<file path="config.mk">
export PLATFORM = sky130hd
export DESIGN_NAME = ex_result_stage
export DESIGN_NICKNAME = d
export VERILOG_FILES = /design/src/rtl/ex_result_stage.sv
export SDC_FILE = /design/constraint.sdc
export NUM_CORES = 1
export LEC_CHECK = 0
export BUFFER_PORTS_ARGS = -buffer_cell sky130_fd_sc_hd__buf_2
export CAP_MARGIN = 20
export CORE_AREA = 2 2 109 111
export CTS_BUF_LIST = sky130_fd_sc_hd__clkbuf_8
export CTS_CLUSTER_DIAMETER = 120
export DETAILED_ROUTE_END_ITERATION = 16
export DIE_AREA = 0 0 111 113
export PLACE_DENSITY = 0.61
export REMOVE_ABC_BUFFERS = 1
export SYNTH_ARGS = -nofsm -noshare
export SYNTH_HDL_FRONTEND = slang
export SYNTH_SLANG_ARGS = --single-unit
</file>
<file path="constraint.sdc">
create_clock -name clk -period 1.7 [get_ports clk]
set_input_delay 0 -clock clk [delete_from_list [all_inputs] [get_ports clk]]
set_output_delay 0 -clock clk [all_outputs]
set_load 0.02 [all_outputs]
</file>
<file path="src/rtl/ex_result_stage.sv">
// EX-stage result select, EX/MEM pipeline register and architectural HI/LO.
// Define EX_HILO_EN to build the HI/LO registers; without it hi/lo read as zero.
module ex_result_stage #(
  parameter int WIDTH       = 32,
  parameter int RN_W        = 5,
  parameter int LINK_OFFSET = 8
) (
  input  logic             clk,
  input  logic             rst,
  input  logic             e_valid,
  input  logic             stall,
  input  logic             flush,
  input  logic [1:0]       esel,
  input  logic [WIDTH-1:0] ealu,
  input  logic [WIDTH-1:0] epc,
  input  logic [RN_W-1:0]  ern,
  input  logic             ewreg,
  input  logic             ewhi,
  input  logic             ewlo,
  input  logic [WIDTH-1:0] ehi_in,
  input  logic [WIDTH-1:0] elo_in,
  output logic [WIDTH-1:0] er,
  output logic [WIDTH-1:0] mr,
  output logic [RN_W-1:0]  mrn,
  output logic             mwreg,
  output logic             mvalid,
  output logic [WIDTH-1:0] hi,
  output logic [WIDTH-1:0] lo
);

  logic             advance;
  logic [WIDTH-1:0] linkAddr;

  logic [WIDTH-1:0] mr_q, mr_d;
  logic [RN_W-1:0]  mrn_q, mrn_d;
  logic             mwreg_q, mwreg_d;
  logic             mvalid_q, mvalid_d;

  assign advance  = e_valid & ~stall & ~flush;
  assign linkAddr = epc + WIDTH'(LINK_OFFSET);

  // Forwarding result; hi/lo are the pre-write values, so a reader that also writes sees old data.
  always_comb begin
    er = '0;
    case (esel)
      2'd0: er = ealu;
      2'd1: er = linkAddr;
      2'd2: er = hi;
      2'd3: er = lo;
      default: er = '0;
    endcase
  end

  always_comb begin
    mr_d     = mr_q;
    mrn_d    = mrn_q;
    mwreg_d  = mwreg_q;
    mvalid_d = mvalid_q;
    if (flush) begin
      mr_d     = '0;
      mrn_d    = '0;
      mwreg_d  = 1'b0;
      mvalid_d = 1'b0;
    end else if (!stall) begin
      mr_d     = er;
      mrn_d    = ern;
      mwreg_d  = ewreg & e_valid & (ern != '0);
      mvalid_d = e_valid;
    end
  end

  always_ff @(posedge clk) begin
    if (rst) begin
      mr_q     <= '0;
      mrn_q    <= '0;
      mwreg_q  <= 1'b0;
      mvalid_q <= 1'b0;
    end else begin
      mr_q     <= mr_d;
      mrn_q    <= mrn_d;
      mwreg_q  <= mwreg_d;
      mvalid_q <= mvalid_d;
    end
  end

  assign mr     = mr_q;
  assign mrn    = mrn_q;
  assign mwreg  = mwreg_q;
  assign mvalid = mvalid_q;

`ifdef EX_HILO_EN
  logic [WIDTH-1:0] hi_q, hi_d;
  logic [WIDTH-1:0] lo_q, lo_d;

  always_comb begin
    hi_d = hi_q;
    lo_d = lo_q;
    if (advance && ewhi) hi_d = ehi_in;
    if (advance && ewlo) lo_d = elo_in;
  end

  always_ff @(posedge clk) begin
    if (rst) begin
      hi_q <= '0;
      lo_q <= '0;
    end else begin
      hi_q <= hi_d;
      lo_q <= lo_d;
    end
  end

  assign hi = hi_q;
  assign lo = lo_q;
`else
  logic unusedHilo;

  assign unusedHilo = ^{advance, ewhi, ewlo, ehi_in, elo_in};
  assign hi = '0;
  assign lo = '0;
`endif

endmodule

</file>
# == Word-level counts from Yosys, hierarchy flattened ==
# Index checks and enable logic that the tools add are counted.
# classes
n_eq_ne,3
bitwise_logic,2
muxes,1
add_sub_neg,1
reduce_logical,4
# ops
cell,n
$pmux 32 s3,1
$add 32x4->32 const B,1
$reduce_bool 5->1,1
$eq 2x2->1 const B,2
$reduce_or 2->1,2
$and 1x1->1,2
$eq 2x1->1 const B,1
$logic_not 2->1,1
# word_totals
regBits,39
out_inout_bits,135
input_bits,143

# == Longest topological paths before layout ==
# Gate-level depths: netlist of run 1.
# depth
ltp_word,3
depth_mapped,6

# == Worst setup path after synthesis of run 1 ==
# OpenSTA, ideal clock, no wires.
# synth_timing
path_type,input -> output
startpoint,input epc[3]
endpoint,output er[25]
arrival_time_ns,1.582
path_slack_ns,0.118
n_path_buf,0
t_required_ns,1.700
path_stages,6
cell_sequence,ha_1 nand2_1 nor4_4 nand4_1 xor2_1 a211oi_1
# synth_via
elab_chain_len,2
# synth_rtl
item,line_no,source
from (decl),15,"input logic [WIDTH-1:0] epc,"
$add 32x4->32,40,assign linkAddr = epc + WIDTH'(LINK_OFFSET);
$pmux 32 s3,45,case (esel)
to (decl),22,"output logic [WIDTH-1:0] er,"
# Every way passes these cells.

# == Worst setup path after layout of run 1 ==
# layout_timing
startpoint,input epc[3]
endpoint,output er[29]
# The elaborated chain is that of the path after synthesis.

==> impl_metrics.tcl, run 1 <==
set metrics [dict create \
    die_w_um 111 \
    fp-row-count 39 \
    drt_iter0_drc 167 \
    cp-end-kind "output port" \
    htreeDepth 2 \
    grt_start_max_net_pins 45 \
    grt_use_met2_pct 26.2 \
    first_global_vias 2950 \
    ys.flop_type "dfxtp_1" \
    rsz0062_at_grt "false" \
    pwr-share-seq_pct 36.8 \
    max_cap_viol_count 0 \
    drt-total-wl_mm 10.1 \
    cts_buffer_depth 2 \
    hold_violations 0 \
    start_kind "input pin" \
    multiInputGateArea_um2 1860 \
    final_nets 703 \
    leakagePower_nw 1.95 \
    yosysWarningCount 0 \
    switching_share_pct 35.1 \
    numCtsBuffers 5 \
    via_per_inst 4.50 \
    port_buffers 147 \
    n_antenna_cell 0 \
    syn_area_per_cell_um2 7.61 \
    ys_ff_latch 39 \
    status "completed" \
    globalplace.congestion 0.780 \
    power_density_nw_per_um2 642 \
    cts_tree "done" \
    p_clk_share_pct 33.0 \
    synth_edf_count 0 \
    regArea_um2 781 \
    setup_viol 0 \
    drive_gt1_share_pct 33.9 \
    cp.required_ns 1.70 \
    core_area_um2 11300 \
    syn_area_um2 2980 \
    antenna_found_initial 0 \
    finalCritPeriodShare_pct 92.6 \
    gr-usage-all-layers_pct 15.2 \
    synthToLayoutAreaGrowth_pct 35.2 \
    finalCriticalPeriod_ns 1.57 \
    path_delay_family "buffers and inverters" \
    crit_chain "buf_2, ha_2, nand2_2, nor4_4, buf_4, nand4_1, xor2_1, a211oi_1, buf_2" \
    finClkSkew_ns 0 \
    cts.sinks 39 \
    yosysUniqueCellTypes 46 \
    switchingPower_w 0.000908 \
    clk_pin_slew_ns 0.08 \
    worst_skew_pair.late_latency_ns 0.30 \
    start_util_pct 26.4 \
    drc 0 \
    grt_pass1_wl_mm 15.2 \
    die_height_um 113 \
    fmax_mhz 635 \
    wire_per_inst_um 14.4 \
    criticalPathCategory "in2out" \
    ir_drop_mv 0.282 \
    worstPathArrival_ns 1.57 \
    dpl.hpwl_mm 7.86 \
    syn_inst 391 \
    drtAntennaViolNets 0 \
    cp_num_buf_inv 3 \
    gr-usage-met3_pct 3.64 \
    io_pins 278 \
    firstDrtPassIters 4 \
    hold_class "in2reg" \
    cp_slowest_stage_delay_ns 0.24 \
    cellInternalPower_w 0.00168 \
    postSynth.asyncResetShare_pct 0 \
    vias 3167 \
    top_usage_layer "met2" \
    dieArea_um2 12500 \
    ys_seq_area_share_pct 26.2 \
    path_max_fanout 6 \
    cp_slowest_cell "nor4_4" \
    tns_ns 0 \
    drv_slew 0 \
    fin_hold_ws_ns 0.0122 \
    fillCellCount 1202 \
    overflow 0 \
    use_met1_pct 19.0 \
    crit_top_cell "buf_2" \
    cts_root_buf "clkbuf_8" \
    pwr-share-comb_pct 30.2 \
]
[kinds of logic (layout without fill, tap and decap cells)]
| group | after synthesis | after routing | synth area share, % |
|---|---|---|---|
| and+or+nand+nor | 136 | 136 | 24.0 |
| adders and majority gates | 1 | 1 | 0.420 |
| DFF | 39 | 39 | 26.2 |
| other | 1 | 64 | 0.126 |
| xor gates and xnor gates | 21 | 21 | 6.18 |
| AOI/OAI and AO/OA | 83 | 83 | 18.1 |
| muxes | 14 | 14 | 4.71 |
| buffers and inverters | 96 | 202 | 20.3 |
[metrics by stage]
stage	worst slack (ns)	instances	power, W	cell area, µm²	utilization (%)
3_5_place_dp	0.0214	677	0.00172	3700	32.8
3_3_place_gp	0.0388	677	0.00171	3700	32.8
6_report	0.126	703	0.00258	4020	35.7
4_1_cts	0.0224	701	0.00261	3980	35.3
5_1_grt	0.00195	703	0.00271	4020	35.7
2_1_floorplan	0.0736	370	0.00140	2660	-
[power groups by stage]
stage / Clock [W] / Sequential, W / Combinational, W
finish: 0.000853 / 0.000951 / 0.000779
global route: 0.000909 / 0.000955 / 0.000845
CTS: 0.000880 / 0.000951 / 0.000775
detailed placement: 0 / 0.000973 / 0.000744
global placement: 0 / 0.000971 / 0.000736
floorplan: 0 / 0.00100 / 0.000391
[placed cells by master, fill, tap and decap left out, types with 9 or more instances in the layout]
master         synthesis  final
dlygate4sd3_1          0     16
a21oi_1               23     23
buf_4                 64     19
xor2_1                11     11
o21ai_0               18     18
a211oi_1              11      9
nand4_1               11     11
inv_1                 12     12
conb_1                 1     64
nor3_1                12     11
dfxtp_1               39     39
buf_2                  2    147
xnor2_1               10     10
nor2_1                48     48
nand2_1               20     19
nor2b_1                9      9
nand3_1               14     14
mux2i_1               14     14
[final timing paths]
path / startpoint / endpoint / slack (ns) / cells after the start
worst max-delay path: epc[3] / er[29] / 0.13 / 9
worst min-delay path: ealu[27] / mr[27] / 0.01 / 3
worst max register to register: mr[21] / mr[21] / 0.96 / 3
worst min register to register: mr[27] / mr[27] / 0.47 / 2
[per-layer routing]
metal  vias to the layer above  part of all wire [%]
met1                      1435                    42
met4                         0                   1.2
met3                        12                   8.3
met5                         -                     0
li1                       1564                     -
met2                       156                    48
[Yosys cell counts, drive strengths merged, types with 7 or more instances]
cell type	instances	area (µm²)
a211oi	11	82.6
a21oi	23	115
buf	73	517
clkbuf	11	41.3
dfxtp	39	781
inv	12	45.0
mux2i	14	140
nand2	20	75.1
nand3	16	97.6
nand4	11	68.8
nor2	48	180
nor2b	9	56.3
nor3	12	60.1
nor4	7	88.8
o21ai	18	90.1
xnor2	10	87.6
xor2	11	96.3
[worst register-to-register path: cells and delay by family (launching register included)]
family	cells	cell delay, ns
AOI/OAI and AO/OA	1	0.13
and+or+nand+nor	2	0.22
DFF	1	0.34
[sequential cells by signal (all words and copies together) (netlist names)]
| name | flops |
|---|---|
| mwreg | 1 |
| mrn | 5 |
| mvalid | 1 |
| mr | 32 |
[layout make-up]
cell class | count | area share (%)
Multi-Input combinational cell | 319 | 46.3
Timing Repair Buffer | 182 | 25.8
Sequential cell | 39 | 19.4
Tap cell | 143 | 4.45
Clock buffer | 6 | 2.05
Inverter | 12 | 1.12
Clock inverter | 2 | 0.871
[timing repair]
action                                  4_1_cts  5_1_grt
resized for setup                             0        6
endpoints found under the hold margin        15        0
setup buffers                                 0        2
hold buffers                                 16        0
endpoints found under the setup margin        0        9
Power figures use the tool's default switching activity.
==> run 2: changes to the inputs <==
CORE_AREA = 5 5 106 108   (was 2 2 109 111)
PLACE_DENSITY = 0.67   (was 0.61)
==> impl_metrics.tcl, run 2 (synthesis results as in run 1) <==
set metrics [dict create \
    cp_num_buf_inv 3 \
    cp.required_ns 1.70 \
    fin_util_pct 40.1 \
    cts_root_buf "clkbuf_8" \
    cts_tree "done" \
    synthToLayoutAreaGrowth_pct 36.6 \
    cts_buffer_depth 2 \
    io_pins 278 \
    firstDrtPassIters 5 \
    die_height_um 113 \
    globalplace.congestion 0.816 \
    multiInputGateArea_um2 1840 \
    drt-total-wl_mm 10.5 \
    grt_start_max_net_pins 40 \
    vias 3262 \
    dpl.hpwl_mm 8.58 \
    cp-end-kind "output port" \
    first_global_vias 3212 \
    grt_pass1_wl_mm 16.0 \
    crit_chain "buf_2, nand3_2, nor4_4, buf_4, nand3_1, xor2_1, a211oi_1, buf_2" \
    criticalPathCategory "in2out" \
    routed-wl-met2_mm 5.09 \
    htreeDepth 2 \
    start_util_pct 29.4 \
    drtAntennaViolNets 0 \
    worstPathArrival_ns 1.58 \
    hold_violations 0 \
    overflow 0 \
    final_nets 715 \
    drv_slew 0 \
    highest_layer "met4" \
    start_kind "input pin" \
    r2r_cells 3 \
    cts.sinks 39 \
    core_area_um2 10100 \
    setup_viol 0 \
    crit_top_cell "buf_2" \
    gr-usage-all-layers_pct 15.4 \
    layout_common_cells "buf_2 (146), conb_1 (64), nor2_1 (48)" \
    rsz0062_at_grt "true" \
    cp-endpoint "er[20]" \
    finalCriticalPeriod_ns 1.58 \
    status "completed" \
    fillCellCount 1068 \
    wire_per_inst_um 14.8 \
    max_cap_viol_count 0 \
    clk_pin_slew_ns 0.08 \
    drive_gt1_share_pct 34.6 \
    final_common_cell "buf_2" \
    drc 0 \
    cp_num_cells 8 \
    fp-row-count 37 \
    path_max_fanout 6 \
    rrSetupSlack_ns 0.92 \
    regArea_um2 781 \
    die_w_um 111 \
    pre_cts_slack_ns 0.0269 \
    via_per_inst 4.61 \
    antenna_found_initial 0 \
    fmax_mhz 633 \
    port_buffers 147 \
    largest_reg_flops 32 \
    timing.rr.end "mr[21]" \
    hold_class "in2reg" \
    reg2reg_from "mr[21]" \
    worst_skew_pair.late_latency_ns 0.29 \
    leakagePower_nw 1.99 \
    n_antenna_cell 0 \
    finalCritPeriodShare_pct 93.0 \
    cp_slowest_cell "nor4_4" \
    setup_slack_ns 0.120 \
    cp_slowest_stage_delay_ns 0.31 \
    finClkSkew_ns 0 \
    drt-met1-wl_mm 4.42 \
    ir_drop_mv 0.278 \
    dieArea_um2 12500 \
    wl_met3_um 877 \
    worstSetupStartpoint "epc[13]" \
    power_density_nw_per_um2 588 \
    drt_iter0_drc 121 \
    numCtsBuffers 5 \
    path_delay_family "simple AND/OR/NAND/NOR gates" \
]
-- run 2: timing repair --
action | 4_1_cts | 5_1_grt
hold endpoints to repair | 15 | 0
hold buffers | 16 | 0
buffers inserted | 0 | 1
setup endpoints to repair | 0 | 9
resized for setup | 0 | 4
-- run 2: layer usage --
| layer | GRT usage [%] | vias to the layer above |
|---|---|---|
| met1 | 18.6 | 1510 |
| met4 | 2.87 | 0 |
| met3 | 4.44 | 11 |
| met5 | 0 | - |
| li1 | - | 1588 |
| met2 | 27.3 | 153 |
-- run 2: worst min-delay path by stage --
| stage | from | end | slack (ns) | cells after the start |
|---|---|---|---|---|
| 2_1_floorplan | esel[1] | er[10] | 0.08 | 1 |
| 3_3_place_gp | ealu[28] | mr[28] | 0.24 | 3 |
| 3_5_place_dp | ealu[30] | mr[30] | 0.24 | 3 |
| 4_1_cts | ealu[27] | mr[27] | 0.002 | 3 |
| 5_1_grt | ealu[18] | mr[18] | 0.05 | 3 |
| 6_report | ealu[27] | mr[27] | 0.02 | 3 |
-- run 2: layout make-up --
cell class | count | share of cell area (%)
clock buffer | 5 | 1.69
sequential | 39 | 19.2
tap | 136 | 4.18
clock inverter | 3 | 0.400
timing repair buffer | 194 | 28.1
multi-input combinational | 319 | 45.3
inverter | 12 | 1.11
-- run 2: tightest hold or removal path, delay by kind of cell --
family / cells / cell delay [ns]
AOI/OAI and AO/OA: 2 / 0.18
buffers and inverters: 1 / 0.09
-- run 2: report_power, final --
part,total [W],switching [W],internal (W),leakage [nW]
clock,0.000639,0.000357,0.000282,0.0453
combinational,0.000801,0.000523,0.000278,1.63
sequential,0.000951,0.0000120,0.000939,0.317
-- run 2: metrics by stage --
step	power (W)	setup TNS [ns]	hold WS, ns	area [µm²]	std cells
global placement	0.00173	0	0.239	3800	683
detailed placement	0.00174	0	0.243	3800	683
CTS	0.00242	0	0.00218	4050	707
floorplan	0.00140	0	0.0781	2660	370
finish	0.00239	0	0.0234	4070	708
global route	0.00254	-0.170	0.0516	4070	708
